File: config.mk
export PLATFORM = sky130hd
export DESIGN_NAME = duty_fade_sequencer
export DESIGN_NICKNAME = d
export VERILOG_FILES = /design/src/rtl/duty_fade_sequencer.sv
export SDC_FILE = /design/constraint.sdc
export NUM_CORES = 1
export LEC_CHECK = 0
export BUFFER_PORTS_ARGS = -buffer_cell sky130_fd_sc_hd__buf_2
export CORE_ASPECT_RATIO = 2
export CORE_UTILIZATION = 45
export CTS_CLUSTER_DIAMETER = 80
export DETAILED_ROUTE_END_ITERATION = 10
export PLACE_DENSITY = 0.67
export SLEW_MARGIN = 20
export SYNTH_ARGS = -nofsm -noshare
export SYNTH_HDL_FRONTEND = slang
export SYNTH_SLANG_ARGS = --single-unit
export TNS_END_PERCENT = 100
File: constraint.sdc
create_clock -name clk -period 2.35 [get_ports clk]
set_input_delay 0.3525 -clock clk [delete_from_list [all_inputs] [get_ports clk]]
set_output_delay 0.3525 -clock clk [all_outputs]
set_load 0.05 [all_outputs]
File: src/rtl/duty_fade_sequencer.sv
// duty_fade_sequencer
//   Generates the duty-cycle command word for the PWM comparator as a
//   trapezoidal "breathing" profile: ramp up, hold high, ramp down, hold low,
//   repeat. Duty only changes on the PWM stage's period-boundary strobe so the
//   comparator never sees a mid-period update.
//
// Ports
//   clk          system clock
//   rst_n        synchronous active-low reset
//   enable       run the profile; low forces IDLE on the next clk
//   period_tick  one-cycle strobe at each PWM period wrap
//   duty         registered duty command (16 bits)
//   duty_valid   one-cycle pulse, visible together with a changed duty value
//   phase        state: IDLE=0 RAMP_UP=1 HOLD_HIGH=2 RAMP_DOWN=3 HOLD_LOW=4
//   fade_count   completed fade cycles, wraps 255 -> 0
module duty_fade_sequencer #(
  parameter int unsigned PWM_PERIOD   = 20000,
  parameter int unsigned DUTY_MIN     = 0,
  parameter int unsigned DUTY_MAX     = 14000,
  parameter int unsigned STEP         = 16,
  parameter int unsigned HOLD_PERIODS = 50
) (
  input  logic        clk,
  input  logic        rst_n,
  input  logic        enable,
  input  logic        period_tick,
  output logic [15:0] duty,
  output logic        duty_valid,
  output logic [2:0]  phase,
  output logic [7:0]  fade_count
);

  // Configuration legality, rejected at elaboration.
  if (!(DUTY_MIN < DUTY_MAX) || !(DUTY_MAX <= PWM_PERIOD) || (STEP == 0) ||
      (PWM_PERIOD >= 65536) || (STEP >= 65536) || (HOLD_PERIODS >= 65536)) begin : g_bad_cfg
    $error("duty_fade_sequencer: illegal parameter configuration");
  end

  typedef enum logic [2:0] {
    IDLE      = 3'd0,
    RAMP_UP   = 3'd1,
    HOLD_HIGH = 3'd2,
    RAMP_DOWN = 3'd3,
    HOLD_LOW  = 3'd4
  } state_t;

  // Hold counter holds 0..HOLD_PERIODS-1; at least one bit even when holds are unused.
  localparam int unsigned HW        = (HOLD_PERIODS > 0) ? $clog2(HOLD_PERIODS + 1) : 1;
  localparam int unsigned HOLD_LAST = (HOLD_PERIODS > 0) ? HOLD_PERIODS - 1 : 0;

  localparam logic [15:0]   D_MIN  = 16'(DUTY_MIN);
  localparam logic [15:0]   D_MAX  = 16'(DUTY_MAX);
  localparam logic [15:0]   STEP_W = 16'(STEP);
  localparam logic [HW-1:0] HOLD_END = HW'(HOLD_LAST);
  localparam logic          NO_HOLD  = (HOLD_PERIODS == 0);

  state_t        state;
  logic [HW-1:0] hold_cnt;

  // Headroom to each limit. duty is always within [D_MIN, D_MAX], so neither
  // difference can wrap, and no duty +/- STEP sum is ever formed before the test.
  logic [15:0] head_room;
  logic [15:0] foot_room;
  logic        up_sat;
  logic        down_sat;

  always_comb begin
    head_room = D_MAX - duty;
    foot_room = duty - D_MIN;
    up_sat    = !(head_room > STEP_W);
    down_sat  = !(foot_room > STEP_W);
  end

  assign phase = state;

  always_ff @(posedge clk) begin
    if (!rst_n) begin
      state      <= IDLE;
      duty       <= D_MIN;
      duty_valid <= 1'b0;
      fade_count <= '0;
      hold_cnt   <= '0;
    end else begin
      duty_valid <= 1'b0;

      if (!enable) begin
        // Leaving an active state takes priority over a coincident tick:
        // duty is left untouched on that edge. Once idle, the next tick
        // parks duty at the minimum.
        if (state != IDLE) begin
          state    <= IDLE;
          hold_cnt <= '0;
        end else if (period_tick) begin
          duty       <= D_MIN;
          duty_valid <= (duty != D_MIN);
        end
      end else if (period_tick) begin
        unique case (state)
          IDLE: begin
            // Restart from the bottom of the profile; no step on this tick.
            state      <= RAMP_UP;
            hold_cnt   <= '0;
            duty       <= D_MIN;
            duty_valid <= (duty != D_MIN);
          end

          RAMP_UP: begin
            if (!up_sat) begin
              duty       <= duty + STEP_W;
              duty_valid <= 1'b1;
            end else begin
              duty       <= D_MAX;
              duty_valid <= (duty != D_MAX);
              hold_cnt   <= '0;
              state      <= NO_HOLD ? RAMP_DOWN : HOLD_HIGH;
            end
          end

          HOLD_HIGH: begin
            if (hold_cnt == HOLD_END) begin
              hold_cnt <= '0;
              state    <= RAMP_DOWN;
            end else begin
              hold_cnt <= hold_cnt + HW'(1);
            end
          end

          RAMP_DOWN: begin
            if (!down_sat) begin
              duty       <= duty - STEP_W;
              duty_valid <= 1'b1;
            end else begin
              duty       <= D_MIN;
              duty_valid <= (duty != D_MIN);
              fade_count <= fade_count + 8'd1;
              hold_cnt   <= '0;
              state      <= NO_HOLD ? RAMP_UP : HOLD_LOW;
            end
          end

          HOLD_LOW: begin
            if (hold_cnt == HOLD_END) begin
              hold_cnt <= '0;
              state    <= RAMP_UP;
            end else begin
              hold_cnt <= hold_cnt + HW'(1);
            end
          end

          default: begin
            state    <= IDLE;
            hold_cnt <= '0;
          end
        endcase
      end
    end
  end

endmodule

==> metrics.csv <==
metric,value,unit
worst_slew_margin_rel,0.6545,
hold_viol,0,
die_h,106.3,µm
timing.setup.critical_path_class,reg -> reg,
max_cap_viol_count,0,
crit_path_end_kind,flip-flop,
tns,0,ns
static-leakage-power,1.156,nW
drt-wirelength-per-cell,18.97,µm
initial_core_util,0.4720,
drc_errors,0,
share_of_synthesized_flip_flops_with_an_asynchronous_set_or_reset,0,
vias_in_the_first_global_route,2553,
core,0.005185,mm²
numCtsBuffers,5,
std_cell_rows,37,
synth_edf_count,0,
min_period_over_period,0.9464,
ys_top_cells_by_area,"dfxtp_1 25%, ha_1 4.6%, nand2_1 4.6%",
antenna_found_initial,0,
wirelength,7.891,mm
power_total,1.080,mW
route.antenna.remaining_nets,0,
final_report_setup_violation_count,0,
vdd_ir_drop_max,0.3243,mV
synth.distinct_cells,70,
dominantRegCellSynth,dfxtp_1,
post_drt_via_cell_ratio,6.490,
gr_met1_demand_resource,0.2833,
switching_share,0.2780,
groute.layer.met3.usage,0.05579,
dieArea,0.005755,mm²
syn2layout_area_growth,16.56,%
final_layout_size_suffix_gt1_frac,0.2263,
status,finished clean,
drt_iter0_markers,93,
seq_power_share,0.476,
cp_data_arrival_time,2.47,ns
synth_area_leader_cell,dfxtp_1,
yosys_warnings,0,
timing.hold.worst.class,in -> reg,
post_synth_inst_count,318,
synth_top_area_share,0.2454,
dieWidth,54.15,µm
ff2ff_path_depth,8,
p_int,779.4,µW
io-pin-count,32,
cts.repair.resized,0,
max_freq,449.6,MHz
mappedNetlistArea,0.002447,mm²
yosys_register_bits,30,
grt_start_max_net_pins,17,
combPwrFrac,0.100,
critical_path.startpoint_type,flip-flop,
cts_hold_buf,0,
detailroute.via_count,2700,
drt_pass1_iterations,6,
layout.filler_cells,528,
cts_setup_buffers,0,
clk_pin_slew_worst_paths,0.07,ns
yosys-top-cells-count,"30 x dfxtp_1, 30 x nand2_1, 21 x nor2_1",
ctsLongestPathBuffers,2,
finClkSkew,0.005567,ns
clock_sinks,30,
synth_sequential_area_ratio,0.2454,
worst-slew-pin-transition,0.5175,ns
post_dp_hpwl,6.027,mm
cts_tree,yes,
pwr_density_cell,378.4,mW/mm²
relative_contribution_of_the_clock_network_to_total_power,0.424,
rsz0062_at_grt,false,
p_sw,300.2,µW
maximum_fanout_count_along_the_critical_path,9,
finish.net_count,370,
final-max-slew-violation-count,0,
clockRootBuffer,clkbuf_8,
grt_residual_overflow,0,
crit_required,2.59,ns
post_synth.cell_area_avg,7.696,µm²
fraction_of_met2_tracks_used_by_global_routing,0.5270,
insertedDiodeCount,0,
minimum_period_implied_by_the_final_worst_setup_slack,2.224,ns
port_buffers,27,
total_number_of_h_tree_levels,2,
place.gp.congestion,0.9646,
global_route_wire_length_before_repair,12.43,mm
clk_latency,0.29,ns
global_route.peak_usage_layer,met2,
hold_depth,2,
grt_util_all_layers,0.2954,
worst max-delay path: stages (launching register included):
cell	delay, ns
dfxtp_2	0.42
inv_1	0.13
ha_1	0.25
nor2_2	0.29
nor4_4	0.06
buf_4	0.16
or3_1	0.37
a311o_1	0.31
a21bo_2	0.18
kinds of logic after synthesis:
family / Yosys count / share of synthesized area
and+or+nand+nor: 140 / 0.3262
AOI/OAI and AO/OA: 91 / 0.2720
buffers and inverters: 38 / 0.07413
DFF: 30 / 0.2454
adders and majority gates: 9 / 0.04601
muxes: 5 / 0.02045
xor gates and xnor gates: 4 / 0.01432
other: 1 / 0.001532
sequential cells by signal (all words and copies together) (netlist names):
register and cells:
phase 3, hold_cnt 6, fade_count 8, duty 12, duty_valid 1
power groups by stage:
stage	sequential, mW	clock [mW]	combinational, mW
2_1_floorplan	0.529	0	0.0738
3_3_place_gp	0.525	0	0.107
3_5_place_dp	0.526	0	0.106
4_1_cts	0.514	0.462	0.107
5_1_grt	0.514	0.484	0.116
6_report	0.514	0.457	0.108
metal layers:
| layer | share of wire | wire (µm) | up-vias |
|---|---|---|---|
| met1 | 0.36 | 2828 | 1272 |
| met4 | 0.055 | 431 | 0 |
| met3 | 0.046 | 361 | 38 |
| li1 | - | - | 1280 |
| met5 | 0 | 0 | - |
| met2 | 0.54 | 4269 | 110 |
metrics by stage:
| step | utilization | instances | hold WS (ns) | cell area (µm²) | worst slack [ns] |
|---|---|---|---|---|---|
| final | 0.5502 | 416 | 0.4344 | 2853 | 0.1259 |
| after global routing | 0.5502 | 416 | 0.4473 | 2853 | 0.01390 |
| after CTS | 0.5502 | 416 | 0.4322 | 2853 | 0.1295 |
| after detailed placement | 0.5319 | 408 | 0.4849 | 2758 | 0.1410 |
| after global placement | 0.5319 | 408 | 0.4831 | 2758 | 0.1936 |
| after floorplan | - | 321 | 0.4648 | 2464 | 0.02542 |
cells in the final DEF (no fill, tap or decap), drive strengths merged, types with 6 or more instances in the layout:
cell type  netlist  layout
buf             12      55
nand2           30      30
dfxtp           30      30
nor2            22      22
a21oi           16      16
o21ai           14      14
nand3           13      13
nor3            12      12
inv             11      11
ha               9       9
nor4             8       8
nand4            7       7
o31ai            7       7
o211ai           6       6
a31oi            6       6
clkbuf          14       6
or4              6       6
path summary, 6_finish.rpt:
kind	to	slack (ns)	from
worst max-delay path	duty[9]	0.13	duty[4]
worst min-delay path	duty_valid	0.43	rst_n
worst max register to register	duty[9]	0.13	duty[4]
worst min register to register	fade_count[7]	0.50	fade_count[7]
cell type report:
class	count	area, µm²	area share
Multi-Input combinational cell	253	1679	0.5886
Sequential cell	30	603.1	0.2114
Timing Repair Buffer	55	357.8	0.1254
Clock buffer	6	82.58	0.02895
Tap cell	58	72.57	0.02544
Inverter	12	45.04	0.01579
Clock inverter	2	12.51	0.004386
Note: power is estimated with default switching activity, not from simulation.
